--- config.mk ---
export PLATFORM = sky130hd
export DESIGN_NAME = fir_request_arbiter
export DESIGN_NICKNAME = d
export VERILOG_FILES = /design/src/rtl/fir_request_arbiter.sv
export SDC_FILE = /design/constraint.sdc
export NUM_CORES = 1
export LEC_CHECK = 0
export ABC_AREA = 0
export CAP_MARGIN = 40
export CORE_AREA = 3 3 122 124
export DETAILED_ROUTE_END_ITERATION = 6
export DIE_AREA = 0 0 125 127
export PLACE_DENSITY = 0.88
export SKIP_LAST_GASP = 1
export SLEW_MARGIN = 15
export SYNTH_ARGS = -nofsm -noshare
export SYNTH_HDL_FRONTEND = slang
export SYNTH_SLANG_ARGS = --single-unit
--- constraint.sdc ---
create_clock -name clkIn -period 4.8 [get_ports clkIn]
set_input_delay 0.48 -clock clkIn [delete_from_list [all_inputs] [get_ports clkIn]]
set_output_delay 0.48 -clock clkIn [all_outputs]
set_load 0.01 [all_outputs]
--- src/rtl/fir_request_arbiter.sv ---
// fir_request_arbiter: round-robin sharing of one FIR engine across requesters.
// Optional engine watchdog enabled by defining FIR_ARB_TIMEOUT_EN.
module fir_request_arbiter #(
  parameter int REQUESTERS     = 2,
  parameter int DATA_IN_WIDTH  = 32,
  parameter int DATA_OUT_WIDTH = 64,
  parameter int TIMEOUT_CYCLES = 1024
) (
  input  logic                                  clkIn,
  input  logic                                  nResetIn,
  input  logic [REQUESTERS-1:0]                 reqIn,
  input  logic [REQUESTERS*DATA_IN_WIDTH-1:0]   reqDataIn,
  output logic                                  firStartOut,
  output logic [DATA_IN_WIDTH-1:0]              firDataOut,
  input  logic                                  firDoneIn,
  input  logic [DATA_OUT_WIDTH-1:0]             firDataIn,
  output logic [REQUESTERS-1:0]                 doneOut,
  output logic [DATA_OUT_WIDTH-1:0]             dataOut,
  output logic                                  busyOut,
  output logic [REQUESTERS-1:0]                 overrunOut,
  input  logic                                  overrunClearIn,
  output logic                                  timeoutOut
);

  localparam int GW = (REQUESTERS > 1) ? $clog2(REQUESTERS) : 1;

  typedef enum logic [1:0] {
    S_IDLE,
    S_START,
    S_WAIT,
    S_DONE
  } state_t;

  if (REQUESTERS < 2 || REQUESTERS > 8 || TIMEOUT_CYCLES < 1) begin : g_bad_cfg
    $error("fir_request_arbiter: illegal parameter set");
  end

  state_t                     r_state;
  logic [DATA_IN_WIDTH-1:0]   r_slot [REQUESTERS];
  logic [REQUESTERS-1:0]      r_pending;
  logic [REQUESTERS-1:0]      r_overrun;
  logic [GW-1:0]              r_last;
  logic [GW-1:0]              r_grant;
  logic                       r_start;
  logic [DATA_IN_WIDTH-1:0]   r_fdata;
  logic [REQUESTERS-1:0]      r_done;
  logic [DATA_OUT_WIDTH-1:0]  r_data;

  logic                       w_found;
  logic [GW-1:0]              w_next;
  logic [GW-1:0]              w_idx;
  logic                       w_take;
  logic [REQUESTERS-1:0]      w_take_oh;

  // Round-robin search starting just after the last granted requester.
  always_comb begin
    w_found = 1'b0;
    w_next  = '0;
    w_idx   = '0;
    for (int k = 1; k <= REQUESTERS; k++) begin
      w_idx = GW'((int'(r_last) + k) % REQUESTERS);
      if (!w_found && r_pending[w_idx]) begin
        w_found = 1'b1;
        w_next  = w_idx;
      end
    end
  end

  assign w_take    = (r_state == S_IDLE) && w_found;
  assign w_take_oh = w_take ? (REQUESTERS'(1) << w_next) : '0;

  // Job slots: latest post wins; a re-post before grant flags an overrun.
  always_ff @(posedge clkIn or negedge nResetIn) begin
    if (!nResetIn) begin
      for (int i = 0; i < REQUESTERS; i++) r_slot[i] <= '0;
      r_pending <= '0;
      r_overrun <= '0;
    end else begin
      for (int i = 0; i < REQUESTERS; i++) begin
        if (reqIn[i])
          r_slot[i] <= reqDataIn[i*DATA_IN_WIDTH +: DATA_IN_WIDTH];
        if (reqIn[i])
          r_pending[i] <= 1'b1;
        else if (w_take_oh[i])
          r_pending[i] <= 1'b0;
        if (overrunClearIn)
          r_overrun[i] <= 1'b0;
        else if (reqIn[i] && r_pending[i] && !w_take_oh[i])
          r_overrun[i] <= 1'b1;
      end
    end
  end

`ifdef FIR_ARB_TIMEOUT_EN
  localparam int TW = $clog2(TIMEOUT_CYCLES + 1);
  logic [TW-1:0] r_tcnt;
  logic          r_tmo;
  assign timeoutOut = r_tmo;
`else
  assign timeoutOut = 1'b0;
`endif

  // Engine sequencing: grant, start pulse, wait for done, report to owner.
  always_ff @(posedge clkIn or negedge nResetIn) begin
    if (!nResetIn) begin
      r_state <= S_IDLE;
      r_last  <= GW'(REQUESTERS - 1);
      r_grant <= '0;
      r_start <= 1'b0;
      r_fdata <= '0;
      r_done  <= '0;
      r_data  <= '0;
`ifdef FIR_ARB_TIMEOUT_EN
      r_tcnt  <= '0;
      r_tmo   <= 1'b0;
`endif
    end else begin
      r_start <= 1'b0;
      r_done  <= '0;
`ifdef FIR_ARB_TIMEOUT_EN
      r_tmo   <= 1'b0;
`endif
      unique case (r_state)
        S_IDLE: begin
          if (w_found) begin
            r_state <= S_START;
            r_grant <= w_next;
            r_last  <= w_next;
            r_fdata <= r_slot[w_next];
            r_start <= 1'b1;
          end
        end
        S_START: begin
          r_state <= S_WAIT;
`ifdef FIR_ARB_TIMEOUT_EN
          r_tcnt  <= '0;
`endif
        end
        S_WAIT: begin
          if (firDoneIn) begin
            r_data  <= firDataIn;
            r_done  <= REQUESTERS'(1) << r_grant;
            r_state <= S_DONE;
          end
`ifdef FIR_ARB_TIMEOUT_EN
          else if (r_tcnt == TW'(TIMEOUT_CYCLES - 1)) begin
            r_tmo   <= 1'b1;
            r_state <= S_IDLE;
          end else begin
            r_tcnt  <= r_tcnt + 1'b1;
          end
`endif
        end
        S_DONE: begin
          r_state <= S_IDLE;
        end
        default: begin
          r_state <= S_IDLE;
        end
      endcase
    end
  end

  assign firStartOut = r_start;
  assign firDataOut  = r_fdata;
  assign doneOut     = r_done;
  assign dataOut     = r_data;
  assign busyOut     = (r_state != S_IDLE);
  assign overrunOut  = r_overrun;

endmodule

==> results.ini <==
[status]
status=completed

[sta]
tightest_slew_ns=0.6663
worst_slack_ns=2.484
setup_viol=0
drv_slew=0
finalSetupTns_ns=0
rsz0062_at_grt=no
fmax_mhz=431.7
clock_skew_ns=0.007452
fin_crit_sh_pct=48.26
hold_viol=0
slew_headroom_pct=55.58
fin_crit_ns=2.316

[logic_synthesis]
syn_nets=560
synth-seq-cells=171
syn_avg_cell_area_um2=15.74
yosys.area.top_type_share_pct=63.89
async_reset_ff_share_pct=100.0
synth_cells=423
synth_area_um2=6659
synth_area_leaders=dfrtp_1, mux2_2, a221o_1
yosys-top-cells-count=dfrtp_1, mux2_2, and2_1, a221o_1, buf_2
ys_warn_count=0
synthFlopType=dfrtp_1
ys_seq_area_share_pct=64.28
synth_edf_count=0
yosysTopAreaCell=dfrtp_1
synth.most_common_cell=dfrtp_1
yosysUniqueCellTypes=28

[global_routing]
grt_max_degree=64
antenna_found_initial=0
grt_pass1_vias=4938
grt_use_total_pct=20.91
grt-ovfl-total=0
grt_pass1_wl_um=26320

[clocking]
numCtsBuffers=17
clk_pin_slew_ns=0.06
cts.sinks=171
cts.hold.buffers_added=0
cts_setup_buffers=0
cts.path.max_buffers=2
clk_latency_ns=0.41
cts_resized=0
cts-root-buf=clkbuf_16
cts_htree_levels=4
cts_tree=done

[detailed_routing]
drt-wirelength-per-cell_um=19.15
drt_wl_total_um=16330
drt-pass1-iter-count=4
first_iter_violations=237
antenna_left=0
via_per_inst=5.216
drc=0
vias=4449

[setup_path]
critical_path_class=register to primary output
rr_endpoint=dataOut[1]$_DFFE_PN0P_
crit_chain=inv_1 -> ha_1 -> inv_1 -> clkdlybuf4s50_1
worst-path-max-fanout=5
arrival_ns=1.84
cpPeakStageDelay_ns=0.58
worstSetupEndpointType=primary output
critPathCapture=busyOut
cp-startpoint=r_state[0]$_DFFE_PN0P_
crit_path_top_delay_cell=clkdlybuf4s50_1
reg2reg_depth=5
r2r_start=r_state[0]$_DFFE_PN0P_
crit_path_start_kind=register
path_common_cell=inv_1
regToRegSetupSlack_ns=2.60
required_ns=4.32

[flow_run]
drv_cap=0

[place]
globalplace.congestion=0.8193
port_buffers=235
pre_cts_slack_ns=2.314
place_hpwl_um=11650

[hold_path]
hp-class=input port to async pin

[cells_and_area]
num-nets-final=797
multi_input_area_um2=2173
drive_above_1_share_pct=26.75
final-seq-area_um2=4280
antenna_cells=0
fill_cells=904
area_growth_pct=46.90

[power_and_ir_drop]
ir_worst_vdd_uv=253.4
leakage_nw=4.134
power_density_nw_per_um2=613.5

[die]
start_util_pct=47.97
core_area_um2=13880
ioPinCount=237
rows=43
die_y_um=127
chipWidth_um=125
die_area_um2=15880

## report_power, final
group | switching, mW | internal [mW] | total, mW
sequential | 0.281 | 1.95 | 2.23
combinational | 0.919 | 1.43 | 2.35
clock | 0.545 | 0.877 | 1.42
## routing by layer
metal / global-route usage, % / up-vias / share of wire [%]
li1: - / 1996 / -
met1: 24.91 / 2241 / 39
met2: 36.76 / 190 / 52
met3: 6.187 / 22 / 7.1
met4: 6.633 / 0 / 1.4
met5: 0 / - / 0
## state kept, by name, indices dropped and copies added, names as in the netlist, 2 cells and up
register and count:
dataOut 64, doneOut 2, firDataOut 32, overrunOut 2
r_pending 2, r_slot 64, r_state 2
## cells by family (layout without fill, tap and decap cells)
logic type,after synthesis,after routing,synth area share (%)
AO/OA/AOI/OAI,43,43,6.031
flip-flops,171,171,64.28
other,1,1,0.05632
multiplexers,129,129,21.82
adder cells (fa/ha/maj),3,3,0.5638
AND/OR/NAND/NOR,44,44,4.134
buffers and inverters,32,282,3.119
## critical path: cells and delay by family (launching register included)
kind	cells	cell delay, ns
buf+inv	3	0.80
fa+ha+maj	1	0.27
flops	1	0.35
## through the flow
| stage | total power [mW] | hold slack, ns | util [%] | area, µm² | instances |
|---|---|---|---|---|---|
| after CTS | 6.069 | 0.02141 | 70.47 | 9782 | 853 |
| after global routing | 6.309 | 0.03530 | 70.47 | 9782 | 853 |
| after detailed placement | 4.624 | 0.4710 | 65.98 | 9159 | 821 |
| after global placement | 4.484 | 0.4736 | 65.59 | 9104 | 819 |
| after floorplan | 3.370 | 0.1844 | - | 6659 | 423 |
| final | 6.001 | 0.008947 | 70.47 | 9782 | 853 |
## worst min path at each step
stage / depth (start not counted) / slack (ns) / to / from
CTS: 1 / 0.02 / firDataOut[8]$_DFFE_PN0N_ / nResetIn
finish: 1 / 0.009 / firDataOut[8]$_DFFE_PN0N_ / nResetIn
detailed placement: 1 / 0.47 / firDataOut[8]$_DFFE_PN0N_ / nResetIn
floorplan: 0 / 0.18 / dataOut[0]$_DFFE_PN0P_ / nResetIn
global route: 1 / 0.04 / firDataOut[8]$_DFFE_PN0N_ / nResetIn
global placement: 1 / 0.47 / doneOut[0]$_DFF_PN0_ / r_grant$_DFFE_PN0N_
## placed cells by master, fill, tap and decap left out, drive strengths merged, types with 3 or more instances in the layout
cell type and count:
buf 9, clkinvlp 3, mux2 129, nor2 3, clkdlybuf4s50 234, clkbuf 23, o21ai 3, nand2 3
and2 33, dfrtp 170, bufinv 3, inv 8, a21oi 3, ha 3, a221o 32
## cell type report
type | instances | area share (%)
sequential | 171 | 43.76
timing repair buffer | 243 | 25.08
clock buffer | 23 | 4.988
multi-input combinational | 220 | 22.22
clock inverter | 9 | 1.381
inverter | 7 | 0.2686
tap | 180 | 2.302
Note: power is estimated with default switching activity, not from simulation.
